### src/rtl/uart_apb_pkg.sv
// -----------------------------------------------------------------------------
// uart_apb_pkg
// Definitions shared by the UART APB initiator and anything that talks to the
// UART register port.
//   apb_state_e   : transfer sequencer states (IDLE, SETUP, ACCESS, RESP)
//   ADDR_DIVXR    : baud divisor register (write)
//   ADDR_TXFIFO   : transmit FIFO push (write)
//   Any read returns the RX FIFO head regardless of address.
// -----------------------------------------------------------------------------
package uart_apb_pkg;

  typedef enum logic [1:0] {
    IDLE   = 2'd0,
    SETUP  = 2'd1,
    ACCESS = 2'd2,
    RESP   = 2'd3
  } apb_state_e;

  localparam logic [7:0] ADDR_DIVXR  = 8'h01;
  localparam logic [7:0] ADDR_TXFIFO = 8'h02;

endpackage

### src/rtl/uart_apb_master_if.sv
// -----------------------------------------------------------------------------
// uart_apb_master_if
// Bundles the command/response handshake and the APB bus of the UART APB
// initiator.
//   master modport : the initiator (drives cmd_ready, rsp_*, PADDR, PWDATA,
//                    PSEL, PENABLE, PWRITE)
//   slave modport  : everything around it (command source, response sink and
//                    APB completer)
// -----------------------------------------------------------------------------
interface uart_apb_master_if #(
  parameter int APB_DW = 8
);

  // Command channel
  logic              cmd_valid;
  logic              cmd_ready;
  logic              cmd_write;
  logic [APB_DW-1:0] cmd_addr;
  logic [APB_DW-1:0] cmd_wdata;

  // Response channel
  logic              rsp_valid;
  logic              rsp_ready;
  logic [APB_DW-1:0] rsp_rdata;
  logic              rsp_err;
  logic              rsp_timeout;

  // APB
  logic [APB_DW-1:0] PADDR;
  logic [APB_DW-1:0] PWDATA;
  logic              PSEL;
  logic              PENABLE;
  logic              PWRITE;
  logic              PREADY;
  logic              PSLVERR;
  logic [APB_DW-1:0] PRDATA;

  modport master (
    input  cmd_valid, cmd_write, cmd_addr, cmd_wdata,
    output cmd_ready,
    output rsp_valid, rsp_rdata, rsp_err, rsp_timeout,
    input  rsp_ready,
    output PADDR, PWDATA, PSEL, PENABLE, PWRITE,
    input  PREADY, PSLVERR, PRDATA
  );

  modport slave (
    output cmd_valid, cmd_write, cmd_addr, cmd_wdata,
    input  cmd_ready,
    input  rsp_valid, rsp_rdata, rsp_err, rsp_timeout,
    output rsp_ready,
    input  PADDR, PWDATA, PSEL, PENABLE, PWRITE,
    output PREADY, PSLVERR, PRDATA
  );

endinterface

### src/rtl/uart_apb_master.sv
// -----------------------------------------------------------------------------
// uart_apb_master
// Single-transfer APB initiator for the UART register port. Takes one command
// at a time, runs SETUP/ACCESS, waits for PREADY with an optional timeout and
// holds the response until the consumer accepts it.
//   clk  : system clock, rising edge
//   rst  : synchronous, active-high reset
//   bus  : uart_apb_master_if.master (command, response and APB signals)
// Parameters
//   APB_DW  : address/data width (must match the interface instance)
//   TIMEOUT : ACCESS cycles before abort; 0 waits forever
// Every output is a register; each is loaded with its value for the state
// being entered, so outputs and state change on the same edge.
// -----------------------------------------------------------------------------
module uart_apb_master
  import uart_apb_pkg::*;
#(
  parameter int APB_DW  = 8,
  parameter int TIMEOUT = 16
) (
  input  logic                  clk,
  input  logic                  rst,
  uart_apb_master_if.master     bus
);

  localparam logic [1:0] S_IDLE   = IDLE;
  localparam logic [1:0] S_SETUP  = SETUP;
  localparam logic [1:0] S_ACCESS = ACCESS;
  localparam logic [1:0] S_RESP   = RESP;

  // A zero-width counter is illegal, so keep one bit when the timeout is off.
  localparam int CNT_W = (TIMEOUT > 0) ? $clog2(TIMEOUT + 1) : 1;
  localparam logic [CNT_W-1:0] CNT_LAST = CNT_W'(TIMEOUT - 1);

  logic [1:0]       state;
  logic [CNT_W-1:0] wait_cnt;

  logic             timeout_hit;
  assign timeout_hit = (TIMEOUT != 0) && (wait_cnt == CNT_LAST);

  // NOTE: state and registered outputs use non-blocking assignments so every
  // register samples pre-edge values; blocking here would create ordering races.
  // NOTE: the reset is synchronous and this block holds only control/data
  // registers (no arrays), so every register is cleared on reset.
  always_ff @(posedge clk) begin
    if (rst) begin
      state           <= S_IDLE;
      wait_cnt        <= '0;
      bus.cmd_ready   <= 1'b0;
      bus.rsp_valid   <= 1'b0;
      bus.rsp_rdata   <= '0;
      bus.rsp_err     <= 1'b0;
      bus.rsp_timeout <= 1'b0;
      bus.PADDR       <= '0;
      bus.PWDATA      <= '0;
      bus.PSEL        <= 1'b0;
      bus.PENABLE     <= 1'b0;
      bus.PWRITE      <= 1'b0;
    end else begin
      case (state)
        S_IDLE: begin
          if (bus.cmd_valid && bus.cmd_ready) begin
            bus.PWRITE    <= bus.cmd_write;
            bus.PADDR     <= bus.cmd_addr;
            bus.PWDATA    <= bus.cmd_wdata;
            bus.PSEL      <= 1'b1;
            bus.cmd_ready <= 1'b0;
            wait_cnt      <= '0;
            state         <= S_SETUP;
          end else begin
            // Covers the first cycle after reset, when cmd_ready is still low.
            bus.cmd_ready <= 1'b1;
          end
        end

        S_SETUP: begin
          bus.PENABLE <= 1'b1;
          state       <= S_ACCESS;
        end

        S_ACCESS: begin
          // PREADY is checked first so it wins over a coincident timeout.
          if (bus.PREADY) begin
            bus.rsp_rdata   <= bus.PWRITE ? '0 : bus.PRDATA;
            bus.rsp_err     <= bus.PSLVERR;
            bus.rsp_timeout <= 1'b0;
            bus.rsp_valid   <= 1'b1;
            bus.PSEL        <= 1'b0;
            bus.PENABLE     <= 1'b0;
            state           <= S_RESP;
          end else if (timeout_hit) begin
            bus.rsp_rdata   <= '0;
            bus.rsp_err     <= 1'b1;
            bus.rsp_timeout <= 1'b1;
            bus.rsp_valid   <= 1'b1;
            bus.PSEL        <= 1'b0;
            bus.PENABLE     <= 1'b0;
            state           <= S_RESP;
          end else begin
            wait_cnt <= wait_cnt + CNT_W'(1);
          end
        end

        S_RESP: begin
          // cmd_ready rises only after the handshake edge, so a new command
          // can never be taken in the same cycle as the response.
          if (bus.rsp_ready) begin
            bus.rsp_valid <= 1'b0;
            bus.cmd_ready <= 1'b1;
            state         <= S_IDLE;
          end
        end

        default: begin
          bus.PSEL      <= 1'b0;
          bus.PENABLE   <= 1'b0;
          bus.rsp_valid <= 1'b0;
          bus.cmd_ready <= 1'b0;
          state         <= S_IDLE;
        end
      endcase
    end
  end

endmodule

### src/flat_wrapper.sv
// flat-port wrapper written by rule: the top's interface ports become plain ports
module uart_apb_master_flat import uart_apb_pkg::*;
#(
  parameter int APB_DW  = 8,
  parameter int TIMEOUT = 16
)
  (clk, rst, bus_cmd_valid, bus_cmd_write, bus_cmd_addr, bus_cmd_wdata, bus_cmd_ready, bus_rsp_valid, bus_rsp_rdata, bus_rsp_err, bus_rsp_timeout, bus_rsp_ready, bus_PADDR, bus_PWDATA, bus_PSEL, bus_PENABLE, bus_PWRITE, bus_PREADY, bus_PSLVERR, bus_PRDATA);
  uart_apb_master_if #(.APB_DW(APB_DW)) bus_i ();
  input  logic clk;
  input  logic rst;
  input wire logic [$bits(bus_i.cmd_valid)-1:0] bus_cmd_valid;
  input wire logic [$bits(bus_i.cmd_write)-1:0] bus_cmd_write;
  input wire logic [$bits(bus_i.cmd_addr)-1:0] bus_cmd_addr;
  input wire logic [$bits(bus_i.cmd_wdata)-1:0] bus_cmd_wdata;
  output wire logic [$bits(bus_i.cmd_ready)-1:0] bus_cmd_ready;
  output wire logic [$bits(bus_i.rsp_valid)-1:0] bus_rsp_valid;
  output wire logic [$bits(bus_i.rsp_rdata)-1:0] bus_rsp_rdata;
  output wire logic [$bits(bus_i.rsp_err)-1:0] bus_rsp_err;
  output wire logic [$bits(bus_i.rsp_timeout)-1:0] bus_rsp_timeout;
  input wire logic [$bits(bus_i.rsp_ready)-1:0] bus_rsp_ready;
  output wire logic [$bits(bus_i.PADDR)-1:0] bus_PADDR;
  output wire logic [$bits(bus_i.PWDATA)-1:0] bus_PWDATA;
  output wire logic [$bits(bus_i.PSEL)-1:0] bus_PSEL;
  output wire logic [$bits(bus_i.PENABLE)-1:0] bus_PENABLE;
  output wire logic [$bits(bus_i.PWRITE)-1:0] bus_PWRITE;
  input wire logic [$bits(bus_i.PREADY)-1:0] bus_PREADY;
  input wire logic [$bits(bus_i.PSLVERR)-1:0] bus_PSLVERR;
  input wire logic [$bits(bus_i.PRDATA)-1:0] bus_PRDATA;
  assign bus_i.cmd_valid = bus_cmd_valid;
  assign bus_i.cmd_write = bus_cmd_write;
  assign bus_i.cmd_addr = bus_cmd_addr;
  assign bus_i.cmd_wdata = bus_cmd_wdata;
  assign bus_cmd_ready = bus_i.cmd_ready;
  assign bus_rsp_valid = bus_i.rsp_valid;
  assign bus_rsp_rdata = bus_i.rsp_rdata;
  assign bus_rsp_err = bus_i.rsp_err;
  assign bus_rsp_timeout = bus_i.rsp_timeout;
  assign bus_i.rsp_ready = bus_rsp_ready;
  assign bus_PADDR = bus_i.PADDR;
  assign bus_PWDATA = bus_i.PWDATA;
  assign bus_PSEL = bus_i.PSEL;
  assign bus_PENABLE = bus_i.PENABLE;
  assign bus_PWRITE = bus_i.PWRITE;
  assign bus_i.PREADY = bus_PREADY;
  assign bus_i.PSLVERR = bus_PSLVERR;
  assign bus_i.PRDATA = bus_PRDATA;
  uart_apb_master #(.APB_DW(APB_DW), .TIMEOUT(TIMEOUT)) u_core (.clk(clk), .rst(rst), .bus(bus_i));
endmodule
### config.mk
export PLATFORM = sky130hd
export DESIGN_NAME = uart_apb_master_flat
export DESIGN_NICKNAME = d
export VERILOG_FILES = /design/src/rtl/uart_apb_pkg.sv /design/src/rtl/uart_apb_master_if.sv /design/src/rtl/uart_apb_master.sv /design/src/flat_wrapper.sv
export SDC_FILE = /design/constraint.sdc
export NUM_CORES = 1
export LEC_CHECK = 0
export CELL_PAD_IN_SITES_DETAIL_PLACEMENT = 1
export CELL_PAD_IN_SITES_GLOBAL_PLACEMENT = 2
export CORE_MARGIN = 5
export CORE_UTILIZATION = 27
export DETAILED_ROUTE_END_ITERATION = 7
export PLACE_DENSITY_LB_ADDON = 0.1
export SYNTH_ARGS = -nofsm -noshare
export SYNTH_HDL_FRONTEND = slang
export SYNTH_SLANG_ARGS = --single-unit
### constraint.sdc
create_clock -name clk -period 3.2 [get_ports clk]
set_input_delay 0.64 -clock clk [delete_from_list [all_inputs] [get_ports clk]]
set_output_delay 0.64 -clock clk [all_outputs]
set_load 0.01 [all_outputs]
# After elaboration in Yosys (flattened, before gate mapping)
# Index checks and enable logic that the tools add are counted.
[word_totals]
reg_bits = 38
latch_bits = 0
ram_bits = 0
rom_bits = 0
input_bits = 31
out_inout_bits = 31
elab_cells = 63
n_memories = 0
[op_classes]
add_sub_neg = 1
n_mul = 0
div = 0
magnitude_cmp = 0
eq_ne = 9
n_shift = 0
muxes = 26
bitwise = 0
reduce_logical = 15
[op_table]
columns = ["cell", "count"]
rows = [
  ["$mux W8", 3],
  ["$mux W5", 3],
  ["$mux W1", 10],
  ["$pmux W5 S2", 1],
  ["$reduce_bool A2 Y1", 5],
  ["$reduce_and A3 Y1", 3],
  ["$mux W2", 4],
  ["$pmux W1 S2", 4],
  ["$pmux W2 S4", 1],
  ["$reduce_and A2 Y1", 4],
  ["$ne A2 B2 Y1 const B", 3],
  ["$add A5 B1 Y5 const B", 1],
  ["$eq A5 B4 Y1 const B", 1],
  ["$eq A2 B2 Y1 const B", 2],
  ["$reduce_and A4 Y1", 1],
  ["$ne A3 B2 Y1 const B", 1],
  ["$eq A2 B1 Y1 const B", 1],
  ["$logic_not A2 Y1", 1],
  ["$ne A2 B1 Y1 const B", 1],
  ["$logic_and A1 B1 Y1", 1],
]

# Logic depth before layout (Yosys ltp)
[logic_depth]
ltp_word = 4
ltp_mapped = 7

# Worst setup path after synthesis
# Ideal clock, no wire load.
[synth_timing]
path_kind = "register -> register"
start = "register u_core.wait_cnt[0]"
end = "register u_core.wait_cnt[2]"
setup_ps = 88
t_arrival_ps = 1560
required_ps = 3112
slack_ps = 1552
stages_incl_launch_ff = 7
period_less_slack_ps = 1648
cell_sequence = "dfxtp_1 ha_1 and3_1 ha_1 nor3b_4 a31oi_1 a311oi_2"
[synth_between]
elab_chain_cells = 4
[synth_rtl]
columns = ["element", "line", "text"]
rows = [
  ["start, declared", "uart_apb_master.sv:36", "logic [CNT_W-1:0] wait_cnt;"],
  ["start signal, assigned", "uart_apb_master.sv:100", "wait_cnt <= wait_cnt + CNT_W'(1);"],
  ["$add A5 B1 Y5", "uart_apb_master.sv:100", ""],
  ["$mux W5", "uart_apb_master.sv:91", "end else if (timeout_hit) begin"],
  ["$mux W5", "uart_apb_master.sv:83", "if (bus.PREADY) begin"],
  ["$pmux W5 S2", "uart_apb_master.sv:60", "case (state)"],
]
# Several ways; a longest one is shown, not always the timed one. The select of a mux whose other input is x is not followed.
# A chain may end at the register's enable or synchronous reset.

# Worst setup path in the final report
[layout_timing]
start = "register u_core.bus.cmd_ready"
end = "output bus_cmd_ready"
[layout_rtl]
columns = ["element", "line", "text"]
rows = [
  ["start, declared", "uart_apb_master_if.sv:40", "output cmd_ready,"],
  ["start signal, assigned", "uart_apb_master.sv:49", "bus.cmd_ready <= 1'b0;"],
  ["start signal, assigned", "uart_apb_master.sv:67", "bus.cmd_ready <= 1'b0;"],
  ["start signal, assigned", "uart_apb_master.sv:72", "bus.cmd_ready <= 1'b1;"],
  ["end, declared", "flat_wrapper.sv:15", "output wire logic [$bits(bus_i.cmd_ready)-1:0] bus_cmd_ready;"],
]
# No word-level cell between the ends.

==> flow_metrics.tcl <==
set metrics [dict create \
    status "completed" \
    grt_max_degree 42 \
    drc 0 \
    clk_latency_ps 290 \
    gp_congestion 0.673 \
    clk_path_buf_depth 2 \
    initial_core_util_pct 27.4 \
    timing.final.ws_setup_ps 1260 \
    diodes 0 \
    critPathCaptureType "primary output" \
    cp_num_cells 1 \
    ctsHoldBuffers 0 \
    tritoncts "done" \
    grt_pass1_vias 1585 \
    layout.nets 286 \
    final_hold_viol_count 0 \
    syn_area_um2 1720 \
    wl_per_cell_um 14.1 \
    first_iter_violations 30 \
    hpwlAfterDp_mm 3.19 \
    hp-start "u_core.bus.PWDATA[2]" \
    critical-path-max-stage-delay_ps 580 \
    timing.rr.start "u_core.wait_cnt[0]" \
    drt_wl_total_mm 4.61 \
    final_layout_size_suffix_gt1_share_pct 15.5 \
    clock_skew_ps 9.13 \
    overflow 0 \
    dieArea_um2 8060 \
    ys_ff_latch 38 \
    min_to "u_core.bus.PWDATA[2]" \
    area_growth_pct 45.1 \
    slowest_stage "clkdlybuf4s50_1" \
    pin_count 62 \
    portBuffers 61 \
    clk_pin_slew_ps 80 \
    core_area_um2 6280 \
    synth.avg_cell_area_um2 8.95 \
    yosysSeqAreaShare_pct 44.3 \
    worst_r2r_path_depth 6 \
    die_h_um 89.8 \
    cts-root-buf "clkbuf_8" \
    cts_buffers 5 \
    antenna_found_initial 0 \
    synth_flop_cell "dfxtp_1" \
    fin_crit_sh_pct 60.7 \
    path_delay_family "buffers and inverters" \
    track_usage_pct 11.7 \
    synthDistinctLibCells 38 \
    total_power_w 0.00166 \
    p_leak_nw 0.837 \
    rsz0062_at_grt "false" \
    tns_ps 0 \
    post-place-ws_ps 998 \
    clock_sinks 38 \
    cp_max_fo 6 \
    setup_viol 0 \
    synthesis.instances 192 \
    path_buf_inv 1 \
    hold_class "flop to flop" \
    synth_edf_count 0 \
    fmax_mhz 514 \
    critPathLaunchType "flop" \
    die_w_um 89.8 \
    slew_headroom_pct 42.4 \
    syn_nets 228 \
    ys.warnings.count 0 \
    core.rowCount 29 \
    fin_crit_ps 1940 \
    r2r_slack_ps 1260 \
    cts_max_level 2 \
    dr.pass1.iters 4 \
    crit_chain "clkdlybuf4s50_1" \
    via_per_inst 4.59 \
    min_path_cells 2 \
    crit_required_ps 2560 \
    post_cts_buffers 0 \
    arrival_ps 1300 \
    ant_nets 0 \
    crit_type "flop to primary output" \
    tightest_slew_ps 864 \
    power.density_nw_per_um2 664 \
    async_flop_share_pct 0 \
    ir_drop_mv 0.230 \
    num_vias 1505 \
    maxSlewViolCount 0 \
    grt_pass1_wl_mm 7.89 \
    startpoint "u_core.bus.cmd_ready" \
    cts.repair.resized 0 \
    r2r_end "u_core.wait_cnt[2]" \
    max_cap_viol_count 0 \
]
worst max path at each step:
stage                                 endpoint  slack [ps]
after detailed placement   u_core.bus.PADDR[5]        1000
after global placement     u_core.bus.PADDR[2]        1010
after floorplan             u_core.wait_cnt[2]        1550
after global routing      u_core.bus.PWDATA[6]        1130
final                            bus_cmd_ready        1260
after CTS                        bus_cmd_ready        1230
routing by layer:
layer,global-route usage (%),share of wire [%],up-vias
met2,19.0,44,42
met4,2.64,1.0,0
met5,0,0,-
met1,14.7,48,690
met3,4.17,6.7,5
li1,-,-,768
sequential cells by signal, indices dropped and copies added, names as in the netlist:
register                flops
u_core.bus.rsp_err          1
u_core.state                2
u_core.wait_cnt             5
u_core.bus.PADDR            8
u_core.bus.PSEL             1
u_core.bus.rsp_timeout      1
u_core.bus.cmd_ready        1
u_core.bus.rsp_valid        1
u_core.bus.PWRITE           1
u_core.bus.rsp_rdata        8
u_core.bus.PWDATA           8
u_core.bus.PENABLE          1
area by class of cell:
| type | count | area, um2 |
|---|---|---|
| Multi-Input combinational cell | 140 | 871 |
| Clock inverter | 2 | 60.1 |
| Clock buffer | 6 | 82.6 |
| Tap cell | 77 | 96.3 |
| Fill cell | 742 | 3780 |
| Timing Repair Buffer | 62 | 613 |
| Inverter | 3 | 11.3 |
| Sequential cell | 38 | 761 |
cells in the final DEF, fill, tap and decap left out, types with 3 or more instances in the layout:
cell type,instances
a21oi_1,24
clkbuf_8,6
dfxtp_1,38
nor2_1,8
inv_1,3
nor3_2,3
clkdlybuf4s50_1,60
a21oi_2,8
ha_1,5
nand2_1,44
nand3_2,9
nand2b_1,6
nor2b_1,3
power by group:
| group | total (W) | switching [W] | internal [W] |
|---|---|---|---|
| sequential | 0.000582 | 0.0000440 | 0.000538 |
| clock | 0.000509 | 0.000177 | 0.000333 |
| combinational | 0.000565 | 0.000304 | 0.000261 |
| total | 0.00166 | 0.000524 | 0.00113 |
synthesized netlist by cell type, types with 2 or more instances:
library cell / number / share of area [%]
nand2_1: 44 / 9.6
dfxtp_1: 38 / 44
a21oi_1: 24 / 7.0
nand3_2: 9 / 5.2
a21oi_2: 8 / 4.1
nor2_1: 8 / 1.7
nand2b_1: 6 / 2.2
ha_1: 5 / 3.6
buf_2: 4 / 1.2
buf_6: 3 / 2.0
inv_1: 3 / 0.65
nor2b_1: 3 / 1.1
nor3_2: 3 / 1.7
and3_1: 2 / 0.73
buf_1: 2 / 0.44
buf_4: 2 / 0.87
nand3_1: 2 / 0.58
nand4b_1: 2 / 1.0
o21a_1: 2 / 0.87
o21ai_0: 2 / 0.58
o21ai_1: 2 / 0.58
o31ai_1: 2 / 0.87
per-stage QoR:
step | cells | utilization [%] | hold WS (ps) | instance area [um2]
2_1_floorplan | 192 | - | 444 | 1720
3_3_place_gp | 320 | 37.5 | 442 | 2350
3_5_place_dp | 320 | 37.5 | 450 | 2350
4_1_cts | 328 | 39.7 | 461 | 2490
5_1_grt | 328 | 39.7 | 488 | 2490
6_report | 328 | 39.7 | 456 | 2490
cell families after synthesis:
logic type,synth area share (%)
AOI/OAI and AO/OA,19.2
adders and majority gates,3.64
buffers and inverters,5.09
DFF,44.3
muxes,0.582
and+or+nand+nor,27.2
Power figures use the tool's default switching activity.
==> RTL edit (same flow settings) <==
`TIMEOUT` is set to 16 in 2 places; all go to 8.
--- a/src/rtl/uart_apb_master.sv
+++ b/src/rtl/uart_apb_master.sv
@@ -16,7 +16,7 @@
   import uart_apb_pkg::*;
 #(
   parameter int APB_DW  = 8,
-  parameter int TIMEOUT = 16
+  parameter int TIMEOUT = 8
 ) (
   input  logic                  clk,
   input  logic                  rst,
--- a/src/flat_wrapper.sv
+++ b/src/flat_wrapper.sv
@@ -2,7 +2,7 @@
 module uart_apb_master_flat import uart_apb_pkg::*;
 #(
   parameter int APB_DW  = 8,
-  parameter int TIMEOUT = 16
+  parameter int TIMEOUT = 8
 )
   (clk, rst, bus_cmd_valid, bus_cmd_write, bus_cmd_addr, bus_cmd_wdata, bus_cmd_ready, bus_rsp_valid, bus_rsp_rdata, bus_rsp_err, bus_rsp_timeout, bus_rsp_ready, bus_PADDR, bus_PWDATA, bus_PSEL, bus_PENABLE, bus_PWRITE, bus_PREADY, bus_PSLVERR, bus_PRDATA);
   uart_apb_master_if #(.APB_DW(APB_DW)) bus_i ();
Behaviour: same outputs for any inputs over 10 cycles, from zero or initial values and one cycle with rst high; that may be too few to reach the edited logic, so the function may still have changed.
==> RTL edit against the original RTL <==
Clock power fell by 16%. Largest cell class unchanged. Wire length up 1.7%. Sequential power about the same. Worst hold slack worse by 0.0021 ns. First-iteration DRC count grew 83%. Total power down 5.6%. Setup slack got worse by 0.015 ns. Clock skew fell by 0.0038 ns. Synthesized area down 9.1%. Sequential cell count shrank 1. Final area fell by 5.5%. Count of clock-buffer cells in the layout stayed put. Utilization rose by 2.6 points. Sequential share of layout area increased by 0.91 points. Critical path type is now in2reg.
==> RTL edit: results (changes against the original RTL) <==
Outcome
  – Outcome: complete, no violations

Critical path
  – Crit path DAT: 2.18 ns (+0.88 ns)
  – Flop-to-flop setup slack: 1.34 ns (+0.08 ns)
  – Worst R2R Start: u_core.state[0]
  – Crit Path Class: in2reg
  – Worst-path fanout max: 20 (+14)
  – Worst path max stage delay: 0.50 ns (-0.08 ns)
  – Crit. Startpoint: bus_cmd_valid
  – Register-to-Register Path Depth: 7 (+1)

Timing
  – Worst hold slack: 0.454 ns (-0.00207 ns)
  – Fmax: 510 MHz (-0.78%)
  – Worst Tran Pin Value: 0.449 ns (-0.415 ns)
  – Final Hold Fails: 0 (unchanged)
  – Clk_skew: 0.00531 ns (-0.00382 ns)

Cells and area
  – Final nets: 284 (-0.70%)
  – Layout cells sized above 1: 7.26% (-8.3 points)

Synthesis
  – Netlist cell types: 33 (-13%)
  – Syn Nets: 222 (-2.6%)
  – Synth cell count leaders: nand2_1, dfxtp_1, a21oi_1
  – Post-synth top flop: dfxtp_1
  – Sequential share of the synthesized area: 47.4% (+3.1 points)
  – Syn avg cell area: 8.45 um2 (-5.7%)
  – Area contributors post-synth: dfxtp_1, nand2_1, a21oi_1

Placement
  – Inst Count DP: 312 (-2.5%)
  – IO Port Bufs: 61 (unchanged)
  – Placed inst area: 0.00224 mm2 (-4.8%)
  – Routability cong.: 0.706 (+4.9%)
  – Pre-CTS setup slack: 0.935 ns (-0.0622 ns)
  – Detail Placement HPWL: 3440 um (+7.7%)

Detailed routing
  – DRC marker count from the first detailed-route iteration: 55 (+83%)
  – Via count: 1,502 (-0.20%)
  – Via density per instance: 4.69 (+2.3%)
  – WL/cell: 14.7 um (+4.3%)

Pwr
  – Worst vdd ir: 0.000385 V (+67%)
  – Leak: 0.849 nW (+1.4%)

GRT
  – Antenna violations before repair: 0 (unchanged)
  – Pin count of the biggest net entering global routing: 28 (-33%)
  – Total GRT Usage: 12.7% (+1.1 points)
  – First-pass GRT wire length: 7420 um (-6.0%)

Min path
  – Min-Delay Endpoint: u_core.bus.rsp_rdata[6]
  – Worst Hold Launch: u_core.bus.rsp_rdata[6]
RTL edit: cell count changes after synthesis, sizes merged, moves of 3 or more:
cell,unedited run,this run
a21oi,32,25
a22oi,0,6
buf,11,4
clkbuf,0,5
inv,3,6
nand2b,6,2
nand3,11,2
nor2,9,18
o21a,3,0
RTL edit: power breakdown:
| part | leakage [nW] | internal (W) | total, W | switching, W |
|---|---|---|---|---|
| Clock | 0.0574 | 0.000253 | 0.000426 | 0.000172 |
| Sequential | 0.300 | 0.000532 | 0.000580 | 0.0000474 |
| Combinational | 0.491 | 0.000268 | 0.000557 | 0.000289 |
RTL edit: layout make-up:
class / instances / area (um2)
clock buffer: 6 / 82.6
clock inverter: 2 / 37.5
fill: 668 / 3220
inverter: 6 / 22.5
multi-input combinational: 133 / 752
sequential: 37 / 741
tap: 72 / 90.1
timing repair buffer: 64 / 633
RTL edit: worst reg2reg max path, cell delays in order, from the launching register on:
cell and delay (ns):
dfxtp_1 0.33, inv_1 0.13, ha_1 0.27, and3_1 0.18, buf_4 0.24, o221ai_2 0.18, or3_1 0.33, a21oi_1 0.12
RTL edit: cells by family (layout without fill, tap and decap cells):
logic type,count (synthesis),count (layout),share of synthesized area [%]
DFF,37,37,47.4
AOI/OAI and AO/OA,46,46,18.5
muxes,3,3,1.92
and+or+nand+nor,78,78,22.9
buffers and inverters,15,78,4.48
adders and majority gates,6,6,4.80
RTL edit: metal layers:
layer / share of wire (%) / track usage [%]
met5: 0 / 0
met4: 1.4 / 5.18
met3: 7.1 / 4.42
met2: 44 / 19.4
met1: 48 / 16.4
